File: src/rtl/b2_serial_adder.sv
// Bit-serial x + y + cin over one reused full-adder slice, LSB first; N compute cycles per add.
// soc/eoc four-phase handshake: eoc low while busy, result held in s/cout until the next accepted soc.

module b2_halfadder (
  input  logic a,
  input  logic b,
  output logic s,
  output logic cout
);
  assign s    = a ^ b;
  assign cout = a & b;
endmodule

module b2_serial_adder #(
  parameter int N = 8
) (
  input  logic         clock,
  input  logic         reset_,
  input  logic         soc,
  input  logic [N-1:0] x,
  input  logic [N-1:0] y,
  input  logic         cin,
  output logic [N-1:0] s,
  output logic         cout,
  output logic         eoc
);
  localparam int CW = ($clog2(N + 1) < 1) ? 1 : $clog2(N + 1);

  typedef enum logic [1:0] {
    S_IDLE = 2'd0,
    S_CALC = 2'd1,
    S_WAIT = 2'd2
  } state_t;

  state_t        state, state_nxt;
  logic [N-1:0]  xr, yr, sr;
  logic          c;
  logic [CW-1:0] cnt;
  logic          ha0_s, ha0_c, ha1_s, ha1_c;
  logic          sum_bit, carry;
  logic          last;

  b2_halfadder ha0 (.a(xr[0]), .b(yr[0]), .s(ha0_s), .cout(ha0_c));
  b2_halfadder ha1 (.a(ha0_s), .b(c),     .s(ha1_s), .cout(ha1_c));

  assign sum_bit = ha1_s;
  assign carry   = ha0_c | ha1_c;
  assign last    = (cnt == CW'(1));

  always_ff @(posedge clock or negedge reset_) begin
    if (!reset_) state <= S_IDLE;
    else         state <= state_nxt;
  end

  always_comb begin
    state_nxt = S_IDLE;
    case (state)
      S_IDLE:  state_nxt = soc ? S_CALC : S_IDLE;
      S_CALC:  state_nxt = last ? S_WAIT : S_CALC;
      S_WAIT:  state_nxt = soc ? S_WAIT : S_IDLE;
      default: state_nxt = S_IDLE;
    endcase
  end

  // Any state other than S_CALC, including illegal encodings, reads as idle/valid.
  always_comb begin
    eoc = 1'b1;
    if (state == S_CALC) eoc = 1'b0;
  end

  always_ff @(posedge clock or negedge reset_) begin
    if (!reset_) begin
      xr   <= '0;
      yr   <= '0;
      c    <= 1'b0;
      cnt  <= '0;
      sr   <= '0;
      cout <= 1'b0;
    end else begin
      case (state)
        S_IDLE: begin
          if (soc) begin
            xr  <= x;
            yr  <= y;
            c   <= cin;
            cnt <= CW'(N);
          end
        end
        S_CALC: begin
          // Shift form instead of a concatenation so N=1 stays legal.
          sr  <= (sr >> 1) | (N'(sum_bit) << (N - 1));
          xr  <= xr >> 1;
          yr  <= yr >> 1;
          c   <= carry;
          cnt <= cnt - CW'(1);
          if (last) cout <= carry;
        end
        default: ;
      endcase
    end
  end

  assign s = sr;

endmodule

File: config.mk
export PLATFORM = sky130hd
export DESIGN_NAME = b2_serial_adder
export DESIGN_NICKNAME = d
export VERILOG_FILES = /design/src/rtl/b2_serial_adder.sv
export SDC_FILE = /design/constraint.sdc
export NUM_CORES = 1
export LEC_CHECK = 0
export ABC_AREA = 1
export BUFFER_PORTS_ARGS = -buffer_cell sky130_fd_sc_hd__buf_4
export CORE_MARGIN = 4
export CORE_UTILIZATION = 55
export CTS_BUF_LIST = sky130_fd_sc_hd__clkbuf_8
export DETAILED_ROUTE_END_ITERATION = 12
export PLACE_DENSITY_LB_ADDON = 0.2
export RECOVER_POWER = 25
export SETUP_SLACK_MARGIN = 0.4
export SYNTH_ARGS = -nofsm -noshare
export SYNTH_HDL_FRONTEND = slang
export SYNTH_SLANG_ARGS = --single-unit
File: constraint.sdc
create_clock -name clock -period 1.3 [get_ports clock]
set_input_delay 0.065 -clock clock [delete_from_list [all_inputs] [get_ports clock]]
set_output_delay 0.065 -clock clock [all_outputs]
set_load 0.01 [all_outputs]
# ---- After elaboration in Yosys (flattened, before gate mapping)
# Cells that the tools add are included.
dict set report word_totals {
  reg_bits 32
  input_bits 20
  word_cells 35
}
dict set report op_classes {
  n_addsub 1
  n_eq_ne 4
  muxes 13
  bitwise_logic 6
  n_reduce_logical 4
}
# operator count
set ops {}
lappend ops {{8-bit case mux with 2 select lines} 2}
lappend ops {{8-bit 2-to-1 mux} 2}
lappend ops {{7-bit by 8-bit OR with 8-bit output} 1}
lappend ops {{4-bit case mux with 2 select lines} 1}
lappend ops {{2-bit case mux with 3 select lines} 1}
lappend ops {{4-bit by 1-bit equality test with 1-bit output, second input constant} 1}
lappend ops {{2-bit 2-to-1 mux} 2}
lappend ops {{4-bit 2-to-1 mux} 1}
lappend ops {{2-bit AND reduction} 2}
lappend ops {{4-bit by 1-bit subtractor with 4-bit output, second input constant} 1}
lappend ops {{1-bit 2-to-1 mux} 3}
lappend ops {{1-bit bitwise AND} 2}
lappend ops {{2-bit by 1-bit equality test with 1-bit output, second input constant} 1}
lappend ops {{2-bit equality test, second input constant} 1}
lappend ops {{2-bit zero test} 1}
lappend ops {{2-bit != test, second input constant} 1}
lappend ops {{1-bit case mux with 2 select lines} 1}
lappend ops {{2-bit nonzero test} 1}
lappend ops {{1-bit XOR} 2}
lappend ops {{1-bit OR} 1}

# ---- Depth between registers and ports, before layout
# Gate-level depths: netlist (run 1).
dict set report depth {
  depth_word 4
  mapped_depth 7
}

# ---- Cells and area by module
# Synthesis (run 1) repeated with hierarchy kept, for this count alone.
dict set report hier_totals {
  hier_cells 184
  hier_area_um2 1567.8
}
# mod n_inst cells_each area_per_inst_um2 seq_area_each_um2
set by_module_without_submodules {}
lappend by_module_without_submodules {b2_serial_adder 1 182 1542.7 800.8}
lappend by_module_without_submodules {b2_halfadder 2 1 12.5 0.0}

# ---- Worst setup path before layout (run 1)
# OpenSTA, ideal clock, no wires.
dict set report synth_path {
  path_type {reg2reg}
  startpoint {reg c}
  endpoint {reg sr[7] (netlist: s[7])}
  setup_time_ns 0.126
  arrival_time_ns 0.959
  t_required_ns 1.174
  slack_ns 0.215
  path_stages_with_launch 4
  n_path_buf 0
  path_cell_list {dfrtp_1 fa_1 nand2_1 o21ai_0}
}
dict set report synth_via {
  elab_chain_len 2
}
# element line
set synth_lines {}
lappend synth_lines {{start: declaration} 37} ;# logic c;
lappend synth_lines {{start signal: assignment} 85} ;# c <= cin;
lappend synth_lines {{start signal: assignment} 94} ;# c <= carry;
lappend synth_lines {{1-bit XOR} 10} ;# assign s = a ^ b;
lappend synth_lines {{net ha1.s} 7} ;# output logic s,
lappend synth_lines {{7-bit by 8-bit OR with 8-bit output} 91} ;# sr <= (sr >> 1) | (N'(sum_bit) << (N - 1));
lappend synth_lines {{end signal: assignment} 91}
lappend synth_lines {{end: declaration} 36} ;# logic [N-1:0] xr, yr, sr;
# The timed path passes the listed nets, and every way through them passes these cells.
# A chain may end at the register's enable or synchronous reset.

# ---- Worst setup path after layout (run 1)
dict set report layout_path {
  startpoint {reg state[1]}
  endpoint {reg xr[1]}
}
dict set report layout_via {
  elab_chain_len 3
  word_cells_on_any_way 6
}
# element line
set layout_lines {}
lappend layout_lines {{start: declaration} 35} ;# state_t state, state_nxt;
lappend layout_lines {{start signal: assignment} 52} ;# else state <= state_nxt;
lappend layout_lines {{2-bit by 1-bit equality test with 1-bit output / 2-bit zero test (equally long branches)} 80} ;# case (state)
lappend layout_lines {{2-bit nonzero test (no line) / 2-bit != test (equally long branches)} n/a}
lappend layout_lines {{2-bit AND reduction (no line)} n/a}
lappend layout_lines {{end signal: assignment} 92} ;# xr <= xr >> 1;
lappend layout_lines {{end: declaration} 36}
# Parallel ways exist; a longest one is shown, timed or not.

==> results of run 1 <==
power groups by stage:
stage / clock (mW) / combinational (mW) / sequential, mW
after floorplan: 0 / 1.04 / 1.69
final: 0.981 / 2.81 / 1.77
after CTS: 0.977 / 2.12 / 1.68
after global routing: 1.03 / 3.02 / 1.80
after global placement: 0 / 1.50 / 1.67
after detailed placement: 0 / 1.55 / 1.69
sequential cells by signal (all words and copies together) (netlist names):
signal / count
xr: 8
cnt: 4
c: 1
cout: 1
yr: 8
state: 2
s: 8
critical path, stage by stage, from the launching register on:
cell and delay, ps:
dfrtp_2 450, nor2_4 170, buf_6 180, buf_6 140, nand2_1 110, nand3_2 110
through the flow:
stage | util, % | worst slack, ps | instance area [um^2]
after floorplan | - | 230 | 1430
after global placement | 68.1 | 212 | 1670
after detailed placement | 68.1 | 153 | 1670
after CTS | 87.0 | 165 | 2130
after global routing | 95.6 | 6.21 | 2350
final | 95.6 | 64.3 | 2350
cells by family after synthesis:
kind of cell,count (synthesis)
simple gates,95
compound gates,13
flops,32
fa+ha+maj,3
buf+inv,19
metal layers:
layer	wire length (um)	track usage, %
met4	253	11.7
met5	0	0
met3	406	9.87
met2	2740	44.7
met1	1900	27.8
final cells by class:
class	instances	area, um^2	share of cell area [%]
clock buffer	5	68.8	2.93
clock inverter	3	42.5	1.81
multi-input combinational	111	663	28.3
tap	30	37.5	1.60
inverter	14	60.1	2.56
sequential	32	802	34.2
timing repair buffer	68	657	28.0
timing repair inverter	2	15.0	0.640
layout by cell type (no fill, tap or decap):
cell           synthesis  routed
a21oi_1                1       1
inv_4                  0       2
nor2_4                 1       2
bufinv_16              0       1
clkbuf_2               0       1
nand2_4                0       3
clkinv_2               0       1
nand2_2                0      16
clkbuf_16              0       1
ha_4                   0       2
nor2_1                 7       4
clkbuf_8               0       5
inv_6                  0       1
inv_2                  4       4
nand2_1               67      48
buf_4                  3      27
nor2_2                 0       2
o21ai_4                0       1
inv_1                 10       8
buf_6                  1      19
buf_8                  0       2
dfrtp_1               32      31
nand3_4                0       1
o21ai_1                4      10
dfrtp_2                0       1
nand3_2                1       6
fa_2                   0       1
clkinv_4               0       1
o22ai_2                1       1
clkinvlp_4             0       1
nand3_1               19      13
dlygate4sd3_1          0      18
path summary, 6_finish.rpt:
kind / startpoint / endpoint / slack (ps) / cells after the start
min: soc / state[1]$_DFF_PN0_ / 90 / 3
max: state[1]$_DFF_PN0_ / xr[1]$_DFFE_PN0P_ / 60 / 5
max reg2reg: state[1]$_DFF_PN0_ / xr[1]$_DFFE_PN0P_ / 60 / 5
min reg2reg: yr[7]$_DFFE_PN0P_ / yr[7]$_DFFE_PN0P_ / 500 / 2
max in group asynchronous: reset_ / state[1]$_DFF_PN0_ / 360 / 2
min in group asynchronous: reset_ / s[3]$_DFFE_PN0P_ / 380 / 2
timing repair:
item | 4_1_cts | 5_1_grt
endpoints found under the hold margin | 48 | 1
hold buffers | 17 | 1
buffers inserted | 10 | 4
gates resized for setup | 30 | 44
cloned | 3 | 1
endpoints found under the setup margin | 38 | 42
pin swaps | 5 | 9
==> impl_metrics.yaml, run 1 <==
timing:
  finalCritPeriodShare_pct: 95.1
  fin_skew_ps: 3.25
  finalSetupTns_ps: 0
  finalHoldViolCount: 0
  max_slew_margin_pct: 46.3
  fin_crit_ps: 1240
  tightest_slew_ps: 805
  setup_violations: 0
  drv_slew: 0
  rsz0062_at_grt: "yes"
  holdWs_ps: 91.4
  max_clock_freq_ghz: 0.809
floorplan:
  dieArea_mm2: 0.00343
  start_util_pct: 57.3
  die_w_um: 58.6
  die_y_um: 58.6
  ios: 30
  placementRows: 18
  core_area_mm2: 0.00245
logic_synthesis:
  yosysSeqAreaShare_pct: 56.9
  synth_ff_type: "dfrtp_1"
  async_flop_share_pct: 100
  yosys.area.top_type_share_pct: 56.9
  synth_xor_area_share_pct: 0
  ys_ff_latch: 32
  synth_top_family_by_area: "simple AND/OR/NAND/NOR gates"
  yosys.area_share.simple_pct: 28.0
  synth_area_mm2: 0.00141
  yosys_warnings: 0
  syn_avg_cell_area_um2: 8.69
  synth_largest_area_cell: "dfrtp_1"
  netlist_instances: 162
  ys_top_cells_by_area: "dfrtp_1, nand2_1, nand3_1"
  netlist_top_cells_count: "nand2_1, dfrtp_1, nand3_1, inv_1, nor2_1"
  synth_edf_count: 0
  synth-compound-area-share_pct: 5.42
  synthMuxAreaShare_pct: 0
  synth_cell_types: 18
  synth.most_common_cell: "nand2_1"
  synth_fa_ha_area_share_pct: 3.20
  syn_nets: 185
grt:
  grtUsageTotal_pct: 25.8
  antenna_found_initial: 0
  grt_first_pass_wirelength_um: 6350
  grt_pass1_vias: 1416
  grt_start_max_net_pins: 33
  overflow: 0
cells_and_area:
  final_nets: 257
  fillers: 52
  drive_above_1_share_pct: 43.4
  antenna_cells: 0
  fin_cells: 265
  area_growth_pct: 66.7
power:
  total_power_mw: 5.56
  internal-power_mw: 3.35
  power_switching_share_pct: 39.7
  p_switching_mw: 2.21
  clkPwrFrac_pct: 17.6
  powerDensity_mw_per_mm2: 2370
  peakVddDrop_uv: 2200
  power_frac_seq_pct: 31.8
  leakage_nw: 1.19
  combPwrFrac_pct: 50.6
routing:
  viasPerCell: 5.76
  first_pass_iters: 4
  antenna_left: 0
  wl_um: 5290
  dr.first_iter.drc_count: 130
  post_drt_wl_per_cell_um: 20.0
  vias: 1526
  drc: 0
clock_tree:
  path_clk_slew_ps: 70
  clockBufferDepth: 2
  cts_sinks: 32
  cts_tree: "done"
  cts_made_buffers: 5
  worstSkewPairLatency_ps: 300
  htreeDepth: 2
  root_buffer: "clkbuf_8"
worst_setup_path:
  critical_path_class: "reg -> reg"
  crit_required_ps: 1530
  start_kind: "flop"
  critPathCaptureType: "flop"
  path_max_fanout: 7
  worst_ep_arrival_time_ps: 1470
placement:
  gp_congestion: 0.809
  numPortBuffers: 29
  dpl.hpwl_um: 1930
  placed_cells: 221
outcome:
  status: "finished clean"
job:
  maxCapViolations: 0
worst_hold_path:
  hold_path.class: "in -> reg"
Power figures use the tool's default switching activity.
==> run 2: changes to the inputs <==
- ABC_AREA: 1 -> not set
==> run 2 against run 1 <==
The flow now stops in global routing (5_1_grt). Area after synthesis shrank 3.2%. Synthesized cell count shrank 14%.
==> impl_metrics.yaml, run 2 <==
outcome:
  status: "aborted with a tool error"
  lastStage: "global routing (5_1_grt)"
  toolErrorMsg: "[ERROR DPL-0038] Utilization greater than 100%, impossible to legalize"
clock_tree:
  cts_sinks: 32
  cts_made_buffers: 5
  clockBufferDepth: 2
  root_buffer: "clkbuf_8"
  htreeDepth: 2
logic_synthesis:
  yosysSeqAreaShare_pct: 58.8
  synth_ff_type: "dfrtp_1"
  yosys.area.top_type_share_pct: 58.8
  syn_avg_cell_area_um2: 9.80
  netlist_top_cells_count: "nand2_1, dfrtp_1, a22oi_1, buf_2, nand3b_1"
  synth.most_common_cell: "nand2_1"
  ys_top_cells_by_area: "dfrtp_1, nand2_1, a22oi_1"
  netlist_instances: 139
  synth_cell_types: 23
  syn_nets: 162
  async_flop_share_pct: 100
  ys_ff_latch: 32
  synth_largest_area_cell: "dfrtp_1"
  synth_edf_count: 0
  synth_area_mm2: 0.00136
  yosys_warnings: 0
floorplan:
  start_util_pct: 59.9
  die_w_um: 57.8
  die_y_um: 57.8
  ios: 30
  placementRows: 17
timing:
  worst_endpoint_kind: "register input"
  grt_repair_worst_endpoint: "cout$_DFFE_PN0P_/D"
placement:
  dpl.hpwl_um: 2070
  numPortBuffers: 29
  gp_congestion: 0.733
grt:
  grt_start_max_net_pins: 33
## run 2: changes by cell type after synthesis, moves of 2 or more
cell,delta
a22oi_1,+15
buf_2,+4
buf_4,-2
inv_1,-8
inv_2,-3
nand2_1,-5
nand3_1,-19
nand3b_1,+3
nor2_1,-7
o21ai_0,-4
o21ai_1,-2
## run 2: logic make-up after synthesis
| kind of cell | after synthesis | share of synthesized area (%) |
|---|---|---|
| compound gates | 24 | 12.6 |
| fa+ha+maj | 3 | 3.31 |
| buf+inv | 10 | 3.49 |
| mux | 1 | 0.826 |
| simple gates | 69 | 21.0 |
| flops | 32 | 58.8 |
## run 2: what timing repair did
action | in CTS
setup endpoints to repair | 35
pin swaps | 19
hold buffers | 9
gates cloned | 1
gates resized for setup | 32
buffers inserted | 12
hold endpoints to repair | 40
## run 2: metrics by stage
stage | utilization, % | instance area, um^2 | setup slack, ps | instances | setup TNS, ps
global placement | 75.2 | 1710 | 58.2 | 197 | 0
detailed placement | 75.2 | 1710 | -9.03 | 197 | -9.03
floorplan | - | 1460 | 73.2 | 139 | 0
CTS | 93.0 | 2120 | 20.0 | 227 | 0
==> run 3: changes to the inputs <==
- CORE_AREA: not set -> 4 4 65 67
- CORE_MARGIN: 4 -> not set
- CORE_UTILIZATION: 55 -> not set
- CTS_BUF_LIST: sky130_fd_sc_hd__clkbuf_8 -> not set
- DIE_AREA: not set -> 0 0 69 71
- PLACE_DENSITY_LB_ADDON: 0.2 -> 0.15
- SETUP_SLACK_MARGIN: 0.4 -> not set
==> run 3 against run 2 <==
Synthesized cell count unchanged. Area after synthesis unchanged. The flow now finishes, with violations (negative setup slack).
==> impl_metrics.yaml, run 3 <==
outcome:
  status: "finished, violations left"
  violations: "negative setup slack"
logic_synthesis:
  async_flop_share_pct: 100
  synth_cell_types: 23
  synth.most_common_cell: "nand2_1"
  syn_nets: 162
  synth_largest_area_cell: "dfrtp_1"
  syn_avg_cell_area_um2: 9.80
  netlist_instances: 139
  synth_area_mm2: 0.00136
  netlist_top_cells_count: "nand2_1, dfrtp_1, a22oi_1, buf_2, nand3b_1"
  yosys_warnings: 0
  synth_ff_type: "dfrtp_1"
  yosys.area.top_type_share_pct: 58.8
  ys_top_cells_by_area: "dfrtp_1, nand2_1, a22oi_1"
  synth_edf_count: 0
  yosysSeqAreaShare_pct: 58.8
  ys_ff_latch: 32
clock_tree:
  htreeDepth: 2
  path_clk_slew_ps: 70
  worstSkewPairLatency_ps: 290
  cts_made_buffers: 5
  clockBufferDepth: 2
  cts_tree: "done"
  cts_sinks: 32
  root_buffer: "clkbuf_8"
timing:
  drv_slew: 0
  tightest_slew_ps: 788
  setup_ws_ps: -36.5
  max_slew_margin_pct: 47.5
  finalCritPeriodShare_pct: 103
  rsz0062_at_grt: "yes"
  max_clock_freq_ghz: 0.748
  finalHoldViolCount: 0
  setup_violations: 2
  fin_skew_ps: 10.1
  fin_crit_ps: 1340
  holdWs_ps: 5.23
  finalSetupTns_ps: -37.8
job:
  maxCapViolations: 0
worst_setup_path:
  critPathCaptureType: "flop"
  r2r_slack_ps: -40
  start_kind: "flop"
  worst_ep_arrival_time_ps: 1500
  path_max_fanout: 2
  cp-endpoint: "cout$_DFFE_PN0P_"
  r2r_end: "cout$_DFFE_PN0P_"
  worstRegToRegCells: 5
  r2r-start: "cnt[1]$_DFFE_PN0P_"
  critical_path_class: "reg -> reg"
  crit_required_ps: 1460
  crit_start: "cnt[1]$_DFFE_PN0P_"
floorplan:
  start_util_pct: 37.5
  die_y_um: 71
  dieArea_mm2: 0.00490
  placementRows: 22
  ios: 30
  die_w_um: 69
  core_area_mm2: 0.00363
cells_and_area:
  area_growth_pct: 41.3
  multiInputGateArea_um2: 563
  layout_common_cells: "nand2_1, buf_4, dfrtp_1"
  drive_above_1_share_pct: 31.7
  stdcell_area_mm2: 0.00193
  final_common_cell: "nand2_1"
  antenna_cells: 0
  ff_latch_area_um2: 801
  fin_cells: 237
  fin_util_pct: 53.0
  fillers: 353
  final_nets: 211
placement:
  placed_cell_area_mm2: 0.00169
  placed_cells: 218
  gp_congestion: 0.726
  dpl.hpwl_um: 2130
  preCtsSetupSlack_ps: -162
  numPortBuffers: 29
worst_hold_path:
  hold_path.class: "in -> reg"
grt:
  grt_pass1_vias: 1212
  grt_start_max_net_pins: 33
  grt_first_pass_wirelength_um: 5530
  overflow: 0
  antenna_found_initial: 0
  grtUsageTotal_pct: 14.4
routing:
  drc: 0
  vias: 1162
  first_pass_iters: 4
  wl_um: 3100
  dr.first_iter.drc_count: 51
  antenna_left: 0
  post_drt_wl_per_cell_um: 13.1
  viasPerCell: 4.90
power:
  leakage_nw: 0.988
  powerDensity_mw_per_mm2: 2260
  peakVddDrop_uv: 746
  total_power_mw: 4.35
## run 3: cell counts after synthesis
No cell type changed its count.
## run 3: worst min-delay path by stage
| stage | start | endpoint | slack (ps) | cells past startpoint |
|---|---|---|---|---|
| 6_report | x[1] | xr[1]$_DFFE_PN0P_ | 5 | 3 |
| 5_1_grt | y[5] | yr[5]$_DFFE_PN0P_ | 6 | 3 |
| 4_1_cts | y[4] | yr[4]$_DFFE_PN0P_ | 0.4 | 3 |
| 3_5_place_dp | reset_ | cnt[2]$_DFFE_PN0P_ | 30 | 1 |
| 3_3_place_gp | reset_ | cnt[2]$_DFFE_PN0P_ | 20 | 1 |
| 2_1_floorplan | reset_ | c$_DFFE_PN0P_ | -230 | 0 |
## run 3: what timing repair did
| action | in CTS | in global routing |
|---|---|---|
| endpoints found under the setup margin | 2 | 5 |
| pin swaps | 1 | 1 |
| setup buffers | 3 | 3 |
| endpoints found under the hold margin | 36 | 0 |
| hold buffers | 5 | 0 |
| resized for setup | 7 | 6 |
## run 3: cell families after synthesis
| group | Yosys count | share of synthesized area (%) |
|---|---|---|
| AOI/OAI and AO/OA | 24 | 12.6 |
| adders and majority gates | 3 | 3.31 |
| muxes | 1 | 0.826 |
| DFF | 32 | 58.8 |
| and+or+nand+nor | 69 | 21.0 |
| buffers and inverters | 10 | 3.49 |
## run 3: power breakdown
group          switching, mW  leakage (nW)  internal [mW]
logic                  0.948         0.535          0.932
clock network          0.340        0.0455          0.431
registers              0.290         0.408           1.41
## run 3: worst max-delay path, stage by stage (launching register included)
cell and delay, ps:
dfrtp_1 390, inv_2 80, ha_4 120, nor3b_4 220, nand2_2 100, mux2_4 300
## run 3: per-layer routing
layer	global-route usage (%)	share of wire, %	vias to the layer above
met5	0	0	-
met1	16.2	41	567
met3	4.55	6.5	5
met4	9.11	1.8	0
li1	-	-	562
met2	23.8	51	28
## run 3: cell type report
type | count | share of cell area [%]
well taps | 48 | 3.12
flip-flops and latches | 32 | 41.6
multi-input cells | 97 | 29.2
repair buffers | 49 | 20.7
clock buffers | 8 | 4.68
inverters | 3 | 0.715
